$ cat src/rtl/seg7_scan_driver.sv
// Time-multiplexed N-digit hex 7-segment driver.
// Scans one digit per CLK_DIV-cycle slot and keeps every anode off for the first DEAD cycles of
// a slot so the previous digit cannot ghost. New values are held in a pending buffer and only
// reach the displayed (shadow) copy at a frame boundary, so one scan never mixes old and new data.
// All outputs are registered and are computed from the next-state counters and shadow, so they
// always describe the slot that the counters are in.
module seg7_scan_driver #(
  parameter int unsigned DIGITS         = 4,
  parameter int unsigned CLK_DIV        = 50000,
  parameter int unsigned DEAD           = 2,
  parameter bit          SEG_ACTIVE_LOW = 1'b1,
  parameter bit          AN_ACTIVE_LOW  = 1'b1
) (
  input  logic                  i_clk,
  input  logic                  i_rst_n,
  input  logic [4*DIGITS-1:0]   i_value,
  input  logic [DIGITS-1:0]     i_dp,
  input  logic [DIGITS-1:0]     i_blank,
  input  logic                  i_lzs,
  input  logic                  i_load,
  output logic [7:0]            o_seg,
  output logic [DIGITS-1:0]     o_an,
  output logic                  o_frame
);

  localparam int unsigned CntW = $clog2(CLK_DIV);
  localparam int unsigned IdxW = (DIGITS > 1) ? $clog2(DIGITS) : 1;

  localparam logic [CntW-1:0]   CntLast = CntW'(CLK_DIV - 1);
  localparam logic [CntW-1:0]   DeadCnt = CntW'(DEAD);
  localparam logic [IdxW-1:0]   IdxLast = IdxW'(DIGITS - 1);
  localparam logic [7:0]        SegOff  = SEG_ACTIVE_LOW ? 8'hFF : 8'h00;
  localparam logic [DIGITS-1:0] AnOff   = AN_ACTIVE_LOW ? {DIGITS{1'b1}} : {DIGITS{1'b0}};

  // Hex nibble to active-high segments, bit order gfedcba.
  function automatic logic [6:0] hex_to_seg(input logic [3:0] nib);
    logic [6:0] seg;
    seg = 7'h00;
    unique case (nib)
      4'h0: seg = 7'h3F;
      4'h1: seg = 7'h06;
      4'h2: seg = 7'h5B;
      4'h3: seg = 7'h4F;
      4'h4: seg = 7'h66;
      4'h5: seg = 7'h6D;
      4'h6: seg = 7'h7D;
      4'h7: seg = 7'h07;
      4'h8: seg = 7'h7F;
      4'h9: seg = 7'h6F;
      4'hA: seg = 7'h77;
      4'hB: seg = 7'h7C;
      4'hC: seg = 7'h39;
      4'hD: seg = 7'h5E;
      4'hE: seg = 7'h79;
      4'hF: seg = 7'h71;
      default: seg = 7'h00;
    endcase
    return seg;
  endfunction

  // Scan state
  logic [CntW-1:0]     r_cnt;
  logic [IdxW-1:0]     r_idx;

  // Pending (written by LOAD) and shadow (displayed) copies of the inputs
  logic [4*DIGITS-1:0] r_pend_value;
  logic [DIGITS-1:0]   r_pend_dp;
  logic [DIGITS-1:0]   r_pend_blank;
  logic                r_pend_vld;
  logic [4*DIGITS-1:0] r_sh_value;
  logic [DIGITS-1:0]   r_sh_dp;
  logic [DIGITS-1:0]   r_sh_blank;

  // Registered outputs
  logic [7:0]          r_seg;
  logic [DIGITS-1:0]   r_an;
  logic                r_frame;

  // Next-state wires
  logic                w_slot_end;
  logic                w_wrap;
  logic [CntW-1:0]     w_cnt_d;
  logic [IdxW-1:0]     w_idx_d;
  logic [4*DIGITS-1:0] w_pend_value_d;
  logic [DIGITS-1:0]   w_pend_dp_d;
  logic [DIGITS-1:0]   w_pend_blank_d;
  logic                w_pend_vld_d;
  logic [4*DIGITS-1:0] w_sh_value_d;
  logic [DIGITS-1:0]   w_sh_dp_d;
  logic [DIGITS-1:0]   w_sh_blank_d;

  // Output decode wires
  logic [DIGITS-1:0]   w_dark;
  logic                w_all_zero;
  logic [3:0]          w_nib;
  logic                w_dp_sel;
  logic                w_dark_sel;
  logic [DIGITS-1:0]   w_onehot;
  logic                w_lit;
  logic [7:0]          w_seg_on;
  logic [7:0]          w_seg_d;
  logic [DIGITS-1:0]   w_an_d;

  // Slot counter and digit index; w_wrap marks the last cycle of the last digit slot.
  always_comb begin
    w_slot_end = (r_cnt == CntLast);
    w_wrap     = w_slot_end && (r_idx == IdxLast);
    w_cnt_d    = w_slot_end ? '0 : r_cnt + 1'b1;
    w_idx_d    = r_idx;
    if (w_slot_end) begin
      w_idx_d = (r_idx == IdxLast) ? '0 : r_idx + 1'b1;
    end
  end

  // Pending/shadow update. A LOAD in the wrap cycle bypasses pending so the new frame shows it.
  always_comb begin
    w_pend_value_d = r_pend_value;
    w_pend_dp_d    = r_pend_dp;
    w_pend_blank_d = r_pend_blank;
    w_pend_vld_d   = r_pend_vld;
    w_sh_value_d   = r_sh_value;
    w_sh_dp_d      = r_sh_dp;
    w_sh_blank_d   = r_sh_blank;
    if (w_wrap) begin
      w_pend_vld_d = 1'b0;
      if (i_load) begin
        w_sh_value_d = i_value;
        w_sh_dp_d    = i_dp;
        w_sh_blank_d = i_blank;
      end else if (r_pend_vld) begin
        w_sh_value_d = r_pend_value;
        w_sh_dp_d    = r_pend_dp;
        w_sh_blank_d = r_pend_blank;
      end
    end else if (i_load) begin
      w_pend_value_d = i_value;
      w_pend_dp_d    = i_dp;
      w_pend_blank_d = i_blank;
      w_pend_vld_d   = 1'b1;
    end
  end

  // Dark digits: explicit blank, or a leading zero (walking down from the MSD) under LZS.
  always_comb begin
    w_all_zero = 1'b1;
    w_dark     = '0;
    for (int i = DIGITS - 1; i >= 0; i--) begin
      w_all_zero = w_all_zero & (w_sh_value_d[4*i +: 4] == 4'h0);
      w_dark[i]  = w_sh_blank_d[i] | (i_lzs & (i != 0) & w_all_zero);
    end
  end

  // Select the digit of the upcoming cycle and form the segment/anode patterns.
  always_comb begin
    w_nib      = 4'h0;
    w_dp_sel   = 1'b0;
    w_dark_sel = 1'b0;
    w_onehot   = '0;
    for (int i = 0; i < DIGITS; i++) begin
      if (w_idx_d == IdxW'(i)) begin
        w_nib       = w_sh_value_d[4*i +: 4];
        w_dp_sel    = w_sh_dp_d[i];
        w_dark_sel  = w_dark[i];
        w_onehot[i] = 1'b1;
      end
    end
    w_lit    = (w_cnt_d >= DeadCnt) && !w_dark_sel;
    w_seg_on = {w_dp_sel, hex_to_seg(w_nib)};
    w_seg_d  = SegOff;
    w_an_d   = AnOff;
    if (w_lit) begin
      w_seg_d = SEG_ACTIVE_LOW ? ~w_seg_on : w_seg_on;
      w_an_d  = AN_ACTIVE_LOW ? ~w_onehot : w_onehot;
    end
  end

  // Scan counters and load buffers.
  always_ff @(posedge i_clk or negedge i_rst_n) begin
    if (!i_rst_n) begin
      r_cnt        <= '0;
      r_idx        <= '0;
      r_pend_value <= '0;
      r_pend_dp    <= '0;
      r_pend_blank <= '0;
      r_pend_vld   <= 1'b0;
      r_sh_value   <= '0;
      r_sh_dp      <= '0;
      r_sh_blank   <= '0;
    end else begin
      r_cnt        <= w_cnt_d;
      r_idx        <= w_idx_d;
      r_pend_value <= w_pend_value_d;
      r_pend_dp    <= w_pend_dp_d;
      r_pend_blank <= w_pend_blank_d;
      r_pend_vld   <= w_pend_vld_d;
      r_sh_value   <= w_sh_value_d;
      r_sh_dp      <= w_sh_dp_d;
      r_sh_blank   <= w_sh_blank_d;
    end
  end

  // Output registers; FRAME is high in the first cycle of digit 0 after a wrap.
  always_ff @(posedge i_clk or negedge i_rst_n) begin
    if (!i_rst_n) begin
      r_seg   <= SegOff;
      r_an    <= AnOff;
      r_frame <= 1'b0;
    end else begin
      r_seg   <= w_seg_d;
      r_an    <= w_an_d;
      r_frame <= w_wrap;
    end
  end

  assign o_seg   = r_seg;
  assign o_an    = r_an;
  assign o_frame = r_frame;

endmodule

$ cat config.mk
export PLATFORM = sky130hd
export DESIGN_NAME = seg7_scan_driver
export DESIGN_NICKNAME = d
export VERILOG_FILES = /design/src/rtl/seg7_scan_driver.sv
export SDC_FILE = /design/constraint.sdc
export NUM_CORES = 1
export LEC_CHECK = 0
export ABC_AREA = 1
export CORE_MARGIN = 5
export CORE_UTILIZATION = 58
export DETAILED_ROUTE_END_ITERATION = 12
export DONT_BUFFER_PORTS = 1
export GPL_TIMING_DRIVEN = 0
export PLACE_DENSITY_LB_ADDON = 0.12
export SETUP_SLACK_MARGIN = 0.1
export SYNTH_ARGS = -nofsm -noshare
export SYNTH_HDL_FRONTEND = slang
export SYNTH_SLANG_ARGS = --single-unit
$ cat constraint.sdc
create_clock -name i_clk -period 2.5 [get_ports i_clk]
set_input_delay 0.375 -clock i_clk [delete_from_list [all_inputs] [get_ports i_clk]]
set_output_delay 0.375 -clock i_clk [all_outputs]
set_load 0.02 [all_outputs]
# [Yosys cells after proc, flatten, opt, wreduce, memory -nomap -nowiden]
# Memory sizes are Yosys's and may differ from the RTL's.
# Cells that the tools add are included.
[totals] output_inout_bits=13 romBits=112 inputBits=28 register_bits=80 mem_count=1 wordCells=73
[op_classes] n_mux=32 reduce_logical=9 bitwise=11 eq_ne=5 order_cmp=1 n_addsub=2
[mem_list] name="(name not given)" words=16 word_bits=7 read_ports=1 rd_ports_with_merged_regs=0 wr=0 line="39" text="unique case (nib)"
[op_table] cell="2-to-1 mux 16 bit" n=4
[op_table] cell="2-to-1 mux 4 bit" n=11
[op_table] cell="adder 16 x 1 -> 16 bit (second input constant)" n=1
[op_table] cell="equality test 16 bit (second input constant)" n=1
[op_table] cell="greater-or-equal comparator 16 x 2 -> 1 bit (second input constant)" n=1
[op_table] cell="2-to-1 mux 1 bit" n=14
[op_table] cell="logical NOT 4 bit" n=3
[op_table] cell="2-to-1 mux 8 bit" n=1
[op_table] cell="NOT 8 bit" n=1
[op_table] cell="equality test 2 bit (second input constant)" n=3
[op_table] cell="AND 1 bit" n=5
[op_table] cell="2-to-1 mux 2 bit" n=2
[op_table] cell="NOT 4 bit" n=1
[op_table] cell="bitwise OR 1 bit" n=3
[op_table] cell="adder 2 x 1 -> 2 bit (second input constant)" n=1
[op_table] cell="equality test 2 x 1 -> 1 bit (second input constant)" n=1
[op_table] cell="logical AND 1 bit" n=2
[op_table] cell="logical NOT 2 bit" n=1
[op_table] cell="AND reduction 2 bit" n=1
[op_table] cell="nonzero test 2 bit" n=1
[op_table] cell="logical NOT 1 bit" n=1
[op_table] cell="NOT 1 bit" n=1

# [Longest topological paths before layout]
[depth] word_depth=14 depth_mapped=19 ltp_nobuf=19

# [Least setup slack after synthesis]
# Ideal clock, no wire load.
[synth_path] path_type="reg-to-reg" startpoint="register r_cnt[0]" endpoint="register r_seg[3] (netlist: o_seg[3])" t_required_ns=2.440 setup_time_ns=0.060 period_less_slack_ns=2.389 n_path_buf=0 arrival_ns=2.329 path_slack_ns=0.111 stages_incl_launch_ff=17 path_cell_list="dfrtp_1 ha_1 nand3_1 nor2_4 nand2_2 nand2_1 nand2_2 nor2_2 nand2_1 nand4_1 inv_1 ha_1 nand2_1 nand2_2 o21ai_1 inv_1 nand2_1"
[synth_via] word_cells_on_any_way=36 cone_classes="add/sub: 1; order compare: 1; eq/ne: 4; mux: 13; bitwise: 9; reduce/logical: 7; memory: 1"
[synth_lines] element="start, declared" line="62" text="logic [CntW-1:0] r_cnt;"
[synth_lines] element="start signal, assigned" line="190" text="r_cnt <= w_cnt_d;"
[synth_lines] element="equality test 16 bit *" line="106" text="w_slot_end = (r_cnt == CntLast);"
[synth_lines] element="2-to-1 mux 2 bit *" line="110" text="if (w_slot_end) begin"
[synth_lines] element="via w_idx_d[1]" line="83" text="logic [IdxW-1:0] w_idx_d;"
[synth_lines] element="logical NOT 2 bit" line="160" text="if (w_idx_d == IdxW'(i)) begin"
[synth_lines] element="2-to-1 mux 4 bit / 2-to-1 mux 1 bit (equally long branches) (4 in a row)" line="160"
[synth_lines] element="memory read (16 x 7 bit) / logical NOT 1 bit (equally long branches)"
[synth_lines] element="NOT 8 bit / logical AND 1 bit (equally long branches)" line="172, 167"
[synth_lines] element="2-to-1 mux 8 bit *" line="171" text="if (w_lit) begin"
[synth_lines] element="via w_seg_d[3]" line="101" text="logic [7:0] w_seg_d;"
[synth_lines] element="end signal, assigned" line="205" text="r_seg <= SegOff;"
[synth_lines] element="end signal, assigned" line="209" text="r_seg <= w_seg_d;"
[synth_lines] element="end, declared" line="75" text="logic [7:0] r_seg;"
# Mark *: on every way through the listed nets, which the timed path passes. The rest lies on a longest branch.
# A chain may end at the register's enable or synchronous reset.

# [Worst setup path in the final report]
[layout_path] startpoint="register r_cnt[0]" endpoint="register r_seg[4] (netlist: o_seg[4])"
[layout_via] word_cells_on_any_way=36 cone_classes="add/sub: 1; order compare: 1; eq/ne: 4; mux: 13; bitwise: 9; reduce/logical: 7; memory: 1"
[layout_lines] element="equality test 16 bit" line="106"
[layout_lines] element="logical AND 1 bit" line="107" text="w_wrap = w_slot_end && (r_idx == IdxLast);"
[layout_lines] element="via w_wrap" line="81" text="logic w_wrap;"
[layout_lines] element="2-to-1 mux 16 bit" line="124" text="if (w_wrap) begin"
[layout_lines] element="via w_sh_value_d[0]" line="88" text="logic [4*DIGITS-1:0] w_sh_value_d;"
[layout_lines] element="2-to-1 mux 4 bit (4 in a row)" line="160"
[layout_lines] element="memory read (16 x 7 bit)"
[layout_lines] element="NOT 8 bit" line="172" text="w_seg_d = SEG_ACTIVE_LOW ? ~w_seg_on : w_seg_on;"
[layout_lines] element="2-to-1 mux 8 bit" line="171"
[layout_lines] element="via w_seg_d[4]" line="101"
# The timed path passes the listed nets, and every way through them passes these cells.

==> reports/qor.csv <==
metric;value;unit
power.leakage;2.771;nW
multi_input_area;2342;sq um
dpl.hpwl;7.704;mm
drive_gt1_share;29.82;%
fillerInstances;562;
antenna_found_initial;0;
track_usage;25.41;%
cp_top_family;simple AND/OR/NAND/NOR gates;
violations;setup timing;
rows;32;
synth_seq_cells;80;
finalClockSkew;0.01168;ns
outcome;finished, violations left;
synthCells;596;
path_class;flop to flop;
cp_num_buf_inv;4;
syn_to_final_growth;22.56;%
fin_crit;2.531;ns
fin_crit_sh;101.2;%
pre_cts_slack;-0.4220;ns
clk_latency;0.37;ns
remaining_drc_errors;0;
grt_pass1_wl;19.71;mm
die_h;98.34;um
worst_slew_pin_slew;0.5005;ns
arrival;2.82;ns
slew_headroom;66.63;%
htreeDepth;3;
peakVddDrop;0.2943;mV
clock_tree.buffer_depth;2;
detail_route.iter0.violations;205;
ys_seq_area_share;44.57;%
avgSynthCellArea;7.593;sq um
num_io_pins;41;
cp.required;2.79;ns
viasPerCell;5.448;
grt_max_degree;81;
syn-num-nets;632;
gr-total-overflow;0;
fmax;395.2;MHz
critical_path.slowest_cell;dfrtp_1;
synth_cell_types;32;
finalNetCount;695;
hold_class;input pin to flop;
cts_tree;yes;
cp_max_fo;5;
routed_wl;12.29;mm
num_vias;4173;
coreArea;7647;sq um
critPathLaunchType;flop;
cp_cell_sequence;ha_4 > nand3_4 > nor2_4 > nand3_4 > inv_4 > buf_6 > nand2_2 > o21a_1 > nand2_1 > nand4_1 > inv_2 > ha_4 > inv_1 > nor2_2 > o21ai_0 > nand2_1 > nand2_1;
place_congestion;0.8466;
die_w;98.34;um
drv_slew;0;
drtAntennaViolNets;0;
fin_area;5547;sq um
start_util;59.18;%
worst_setup_path_end_kind;flop;
drv_cap;0;
cts_root_buf;clkbuf_8;
clkSinkCount;80;
power;2.584;mW
wl_per_cell;16.04;um
dr.pass1.iters;5;
syn_area;4526;sq um
fin_tns_setup;-0.03753;ns
final-setup-viol-count;2;
regArea;2021;sq um
first_global_vias;4129;
place_area;4653;sq um
p_per_area;466.0;nW/um^2
fin_ws;-0.03068;ns
rsz0062_at_grt;yes;
path_clk_slew;0.09;ns
hold_viol;0;
io_buffer_count;0;
diodes;0;
cpMostUsedCell;nand2_1;
die-area;9670;sq um
synth_warnings;0;
slowest_delay;0.40;ns
cts_inserted_buffers;9;
worst paths after layout:
kind / from / to / slack [ns] / depth (start not counted)
min in group asynchronous: i_rst_n / r_pend_value[10]$_DFFE_PN0P_ / 0.60 / 2
worst min register to register: r_pend_value[3]$_DFFE_PN0P_ / r_pend_value[3]$_DFFE_PN0P_ / 0.49 / 2
worst min-delay path: i_value[12] / r_pend_value[12]$_DFFE_PN0P_ / 0.15 / 1
worst max-delay path: r_cnt[0]$_DFF_PN0_ / o_seg[4]$_DFF_PN1_ / -0.03 / 17
max in group asynchronous: i_rst_n / o_seg[4]$_DFF_PN1_ / 1.55 / 2
worst max register to register: r_cnt[0]$_DFF_PN0_ / o_seg[4]$_DFF_PN1_ / -0.03 / 17
registers in the layout (all words and copies together) (netlist names), 2 cells and up:
name,cells
r_sh_blank,4
r_pend_dp,4
r_sh_dp,4
r_pend_blank,4
o_seg,8
r_cnt,16
r_pend_value,16
r_sh_value,16
r_idx,2
o_an,4
cell families (layout without fill, tap and decap cells):
family	count (synthesis)	count (layout)	synth area share [%]
compound gates	59	59	7.188
xor+xnor	3	3	0.5807
fa+ha+maj	8	8	2.212
buf+inv	99	167	8.874
flops	80	80	44.57
mux	11	11	2.737
simple gates	336	336	33.84
area by class of cell:
| class | count | area share, % |
|---|---|---|
| Buffer | 14 | 1.602 |
| Clock buffer | 9 | 2.233 |
| Clock inverter | 7 | 1.421 |
| Inverter | 85 | 5.843 |
| Multi-Input combinational cell | 417 | 42.23 |
| Sequential cell | 80 | 36.43 |
| Tap cell | 102 | 2.301 |
| Timing Repair Buffer | 52 | 7.940 |
layout by cell type, fill, tap and decap left out, drive strengths merged:
cell type	count
o22ai	10
ha	8
o21a	1
nand2	223
o21ai	38
clkbuf	15
nand4	9
buf	59
bufinv	1
clkinvlp	2
a21oi	10
mux2	11
dfstp	12
clkinv	2
nor3	5
nor2	62
dfrtp	68
inv	87
xor2	3
nand3b	1
nand3	34
nor4	2
dlygate4sd3	1
power breakdown:
part / leakage [nW] / switching, mW / total (mW) / internal, mW
Sequential: 0.921 / 0.0341 / 1.38 / 1.35
Combinational: 1.75 / 0.119 / 0.198 / 0.0790
Clock: 0.0977 / 0.530 / 1.00 / 0.472
what timing repair did:
action | in CTS | in global routing
resized for setup | 26 | 51
pin swaps | 17 | 25
hold buffers | 2 | 0
setup buffers | 37 | 12
gates cloned | 0 | 1
endpoints found under the hold margin | 80 | 0
endpoints found under the setup margin | 24 | 21
worst register-to-register path, delay by kind of cell, from the launching register on:
kind | cells | cell delay [ns]
AOI/OAI and AO/OA | 2 | 0.24
adders and majority gates | 2 | 0.32
and+or+nand+nor | 9 | 1.08
buffers and inverters | 4 | 0.42
DFF | 1 | 0.40
per-stage QoR:
stage	instances	hold slack, ns	util, %
after floorplan	596	0.07941	-
after global placement	698	0.08179	60.85
after detailed placement	698	0.08243	60.85
after CTS	753	0.1340	69.24
after global routing	766	0.1240	72.53
final	766	0.1500	72.53
routing by layer:
| metal | vias up | GRT usage (%) | routed length, um |
|---|---|---|---|
| met3 | 27 | 5.786 | 696 |
| met5 | - | 0 | 0 |
| met4 | 0 | 8.613 | 282 |
| li1 | 1991 | - | - |
| met1 | 2001 | 32.31 | 5023 |
| met2 | 154 | 42.80 | 6282 |
cells in the mapped netlist (all sizes together):
library cell	count	area share [%]
mux2	11	2.7
nand2	223	20
nor2	62	7.4
o21a	1	0.17
o21ai	38	4.3
nand4	9	1.6
o22ai	10	1.4
ha	8	2.2
buf	9	1.4
xor2	3	0.58
a21oi	10	1.4
dfrtp	68	38
dfstp	12	7.0
inv	85	7.1
nor3	5	0.55
nand3b	1	0.17
nor4	2	0.28
nand3	34	4.4
clkbuf	5	0.44
(Power assumes the default switching activity.)
==> variant 1 (same flow settings) <==
Set the parameter `CLK_DIV` to 100000 (it was 50000).
--- a/src/rtl/seg7_scan_driver.sv
+++ b/src/rtl/seg7_scan_driver.sv
@@ -7,5 +7,5 @@
 module seg7_scan_driver #(
   parameter int unsigned DIGITS         = 4,
-  parameter int unsigned CLK_DIV        = 50000,
+  parameter int unsigned CLK_DIV        = 100000,
   parameter int unsigned DEAD           = 2,
   parameter bit          SEG_ACTIVE_LOW = 1'b1,
Formal check against the unedited RTL: same outputs for any inputs over 10 cycles, from zero or initial values and one cycle with i_rst_n low; that may be too few to reach the edited logic, so the function may still have changed.
==> variant 1 against the original RTL <==
- the flow still finishes with violations (setup timing)
- count of clock-buffer cells in the layout increased by 2
- hold slack gained 10 ps
- die area barely moved
- clock power shrank 15%
- core utilization shrank 0.79 points
- routed wire length fell by 5.9%
- area after synthesis hardly changed
- worst setup slack worse by 180 ps
- sequential cell count up 1
- final area is 1.1% lower
- power is 4.8% lower
- global-route usage shrank 0.82 points
- fmax is 6.7% lower
- critical path type unchanged
==> variant 1: results (changes against the original RTL) <==
- Worst vdd ir: 0.000338 V (+15%)
- # fillers: 557 (-0.89%)
- Layout net count: 651 (-6.3%)
- First-pass GRT wire length: 19,200 µm (-2.4%)
- Length of routed met3 wiring: 531 µm (-24%)
- Routed wl met2: 5810 µm (-7.5%)
- M1 WL: 4810 µm (-4.3%)
- Synth top cells by count: 168 x nand2_1, 76 x inv_1, 69 x dfrtp_1, 46 x nor2_1, 37 x nand3_1
- Tot GR Track Use: 24.6% (-0.82 points)
- Top post-synthesis cells by area: dfrtp_1 38%, nand2_1 14%, dfstp_2 7.0%, inv_1 6.3%, mux2_2 5.0%
- Register area share after synthesis: 45.1% (+0.58 points)
- Slew HR: 65.3% (-1.4 points)
- Largest net degree at the start of global routing: 82 (+1.2%)
- Setup TNS: -984 ps (-946 ps)
- Critical Path AT: 3010 ps (+190 ps)
- Vias in the first global route: 4,002 (-3.1%)
- Ys flop type: dfrtp_1
- Routed via count: 3,907 (-6.4%)
- Fraction of layout cells with a size suffix above 1: 31.5% (+1.6 points)
- Setup WS post-layout: -212 ps (-181 ps)
- P_leak: 0.00280 µW (+1.1%)
- Drt wl/cell: 16.0 µm (-0.19%)
- Switching share of power: 26.2% (-0.20 points)
- Placed wire-length estimate: 7520 µm (-2.4%)
- Clock Skew: 12.3 ps (+0.578 ps)
- DRT iter0 DRCs: 173 (-16%)
- Startpoint types: flop
- Hold Path Origin: i_value[14]
- RD Place Congestion: 0.955 (+13%)
- Status: finished, violations left
- Final setup vio count: 7 (+5)
- Top flop regs: r_cnt (17), r_pend_value (16), r_sh_value (16)
- Failing checks: setup timing
- Post-synth ARST share: 100% (unchanged)
- Netlist cell types: 36 (+13%)
- Place WS: -435 ps (-13.2 ps)
[variant 1: changes by cell type after synthesis, sizes merged, moves of 5 or more]
| cell | change |
|---|---|
| mux2 | +9 |
| nand2 | -47 |
| nand3 | +5 |
| nor2 | -5 |
| o21ai | -22 |
| o22ai | +9 |
[variant 1: stage by stage]
| step | area [µm²] | instances | power [µW] |
|---|---|---|---|
| finish | 5490 | 722 | 2460 |
| global route | 5490 | 722 | 2580 |
| CTS | 5260 | 713 | 2470 |
| detailed placement | 4650 | 665 | 1580 |
| global placement | 4650 | 665 | 1570 |
| floorplan | 4530 | 563 | 1550 |
[variant 1: final timing paths]
| kind | cells after the start | to | slack [ps] |
|---|---|---|---|
| hold reg to reg | 1 | r_pend_dp[2] | 510 |
| hold / removal | 1 | r_pend_value[14] | 160 |
| setup / recovery | 18 | o_seg[3] | -210 |
| max in group asynchronous | 2 | o_seg[7] | 1550 |
| min in group asynchronous | 2 | r_cnt[9] | 620 |
| setup reg to reg | 18 | o_seg[3] | -210 |
[variant 1: layout make-up]
type                       instances  area (µm²)  area share (%)
inverter                          85         324            5.91
clock inverter                     5        32.5           0.593
clock buffer                      11         131            2.39
buffer                            13        88.8            1.62
tap                              102         128            2.33
sequential                        81        2040            37.2
multi-input combinational        384        2380            43.3
timing repair buffer              41         364            6.64
[variant 1: timing repair]
action,in CTS,in global routing
setup buffers,30,9
gates resized for setup,52,40
pin swaps,35,23
endpoints found under the hold margin,81,0
cloned,1,1
hold buffers,2,0
setup endpoints to repair,22,24
[variant 1: metal layers]
layer | vias up | track usage, %
met3 | 44 | 4.29
met2 | 131 | 41.8
li1 | 1906 | -
met4 | 0 | 10.3
met5 | - | 0
met1 | 1826 | 30.9
[variant 1: power groups by stage]
stage	registers, µW	clock network (µW)	logic [µW]
2_1_floorplan	1420	0	126
3_3_place_gp	1420	0	150
3_5_place_dp	1430	0	155
4_1_cts	1400	873	200
5_1_grt	1410	931	238
6_report	1400	852	209
[variant 1: critical path, cell delays in order (launching register included)]
cell and delay (ps):
dfrtp_1 370, ha_2 190, nand2_2 70, nor2_4 170
inv_2 70, nor2_4 210, buf_6 140, nand3_4 90
buf_6 160, nor2_2 90, a21oi_2 50, nand2_1 60
nand4_1 180, inv_2 180, ha_2 210, nand3_2 100
a21oi_2 170, nor2_1 60, nand2_1 70
[variant 1: cell families (layout without fill, tap and decap cells)]
group	after synthesis	after routing	share of synthesized area [%]
simple gates	301	302	31.1
buf+inv	99	155	8.82
flops	81	81	45.1
compound gates	47	47	6.36
mux	20	20	4.98
fa+ha+maj	8	8	2.21
xor+xnor	7	7	1.36
==> variant 2 (config.mk and constraints unchanged) <==
Without the edit above. The output `o_an` loses its register stage (`r_an` becomes a continuous assignment).
--- a/src/rtl/seg7_scan_driver.sv
+++ b/src/rtl/seg7_scan_driver.sv
@@ -204,12 +204,12 @@
     if (!i_rst_n) begin
       r_seg   <= SegOff;
-      r_an    <= AnOff;
       r_frame <= 1'b0;
     end else begin
       r_seg   <= w_seg_d;
-      r_an    <= w_an_d;
       r_frame <= w_wrap;
     end
   end
+
+  assign r_an = w_an_d;
 
   assign o_seg   = r_seg;
Check against the original RTL: not equivalent (Yosys sat finds a counterexample within 4 cycles, from zero or initial values and one cycle with i_rst_n low).
==> variant 2 against the original RTL <==
- via count shrank 5.0%
- critical path type is now reg -> out
- power increased by 6.5%
- the run still ends with setup timing left
- routed wire length shrank 7.5%
- die area down 2.1%
- first-iteration DRC count grew 21%
- final area shrank 4.0%
- area after synthesis is 2.3% lower
- synthesized cell count is 0.67% lower
- sequential cell count fell by 4
- sequential power shrank 4%
- hold slack improved by 14 ps
- worst setup slack got worse by 420 ps
==> variant 2: results (changes against the original RTL) <==
- Status: finished, violations left
- Failing checks: setup timing
- Seq pwr: 1320 µW (-4%)
- Setup TNS: -3580 ps (-3550 ps)
- Post-DR vias/cell: 5.36 (-1.6%)
- Clock Skew: 8.41 ps (-3.27 ps)
- Register share of total power: 47.9% (-5.7 points)
- Critical Path AT: 2580 ps (-240 ps)
- Place WS: -343 ps (+78.6 ps)
- Max incr delay on CP: 420 ps (+20 ps)
- Tot GR Track Use: 25.1% (-0.33 points)
- Dpl cells: 691 (-1.0%)
- Setup WS post-layout: -451 ps (-420 ps)
- Cells after synthesis: 592 (-0.67%)
- Final setup vio count: 11 (+9)
- Register area share after synthesis: 43.2% (-1.3 points)
- Drt wl/cell: 15.4 µm (-4.3%)
- Top post-synthesis cells by area: dfrtp_1 38%, nand2_1 17%, inv_1 6.6%, dfstp_2 4.8%, o21ai_0 3.8%
- Slew HR: 67.9% (+1.3 points)
- Worst vdd ir: 0.000325 V (+11%)
- Layout Cells excl Fill: 740 (-3.4%)
- Clk_lat worst skew: 350 ps (-20 ps)
- Placed Area: 4550 µm² (-2.2%)
- Largest net degree at the start of global routing: 77 (-4.9%)
- Switching pwr: 629 µW (-8.0%)
- DRT iter0 DRCs: 249 (+21%)
- Fraction of layout cells with a size suffix above 1: 26.4% (-3.5 points)
==> variant 2: changes by cell type after synthesis <==
cell	before	now
dfstp_2	12	8
==> variant 2: routing by layer <==
metal	vias to the layer above	part of all wire, %	track usage, %
li1	1934	-	-
met1	1850	41	30.2
met2	138	49	42.9
met3	44	5.4	6.25
met4	0	4.3	10.4
met5	-	0	0
==> variant 2: cells by family after synthesis <==
logic type	count (synthesis)	synth area share, %
and+or+nand+nor	336	34.6
buffers and inverters	99	9.09
DFF	76	43.2
AOI/OAI and AO/OA	59	7.36
muxes	11	2.80
adders and majority gates	8	2.26
xor gates and xnor gates	3	0.595
==> variant 2: timing repair <==
| action | 4_1_cts | 5_1_grt |
|---|---|---|
| setup buffers | 24 | 7 |
| pin swaps | 16 | 6 |
| hold endpoints to repair | 76 | 0 |
| hold buffers | 2 | 0 |
| resized for setup | 55 | 14 |
| endpoints found under the setup margin | 15 | 15 |
==> variant 2: worst paths after layout <==
check                                 from  depth (start not counted)         endpoint  slack [ps]
setup reg to reg                  r_cnt[0]                         22         o_seg[3]        -330
min in group asynchronous          i_rst_n                          2  r_pend_value[8]         600
setup / recovery                  r_cnt[0]                         15          o_an[3]        -450
max in group asynchronous          i_rst_n                          2         o_seg[6]        1570
hold reg to reg            r_pend_value[8]                          2  r_pend_value[8]         490
hold / removal                  i_blank[0]                          1  r_pend_blank[0]         160
==> variant 2: layout make-up <==
| type | count | area (µm²) | area share, % |
|---|---|---|---|
| timing repair buffer | 33 | 282 | 5.29 |
| multi-input combinational | 417 | 2330 | 43.7 |
| clock inverter | 7 | 139 | 2.61 |
| clock buffer | 9 | 124 | 2.33 |
| inverter | 85 | 322 | 6.04 |
| tap | 99 | 124 | 2.33 |
| buffer | 14 | 92.6 | 1.74 |
| sequential | 76 | 1920 | 36.0 |
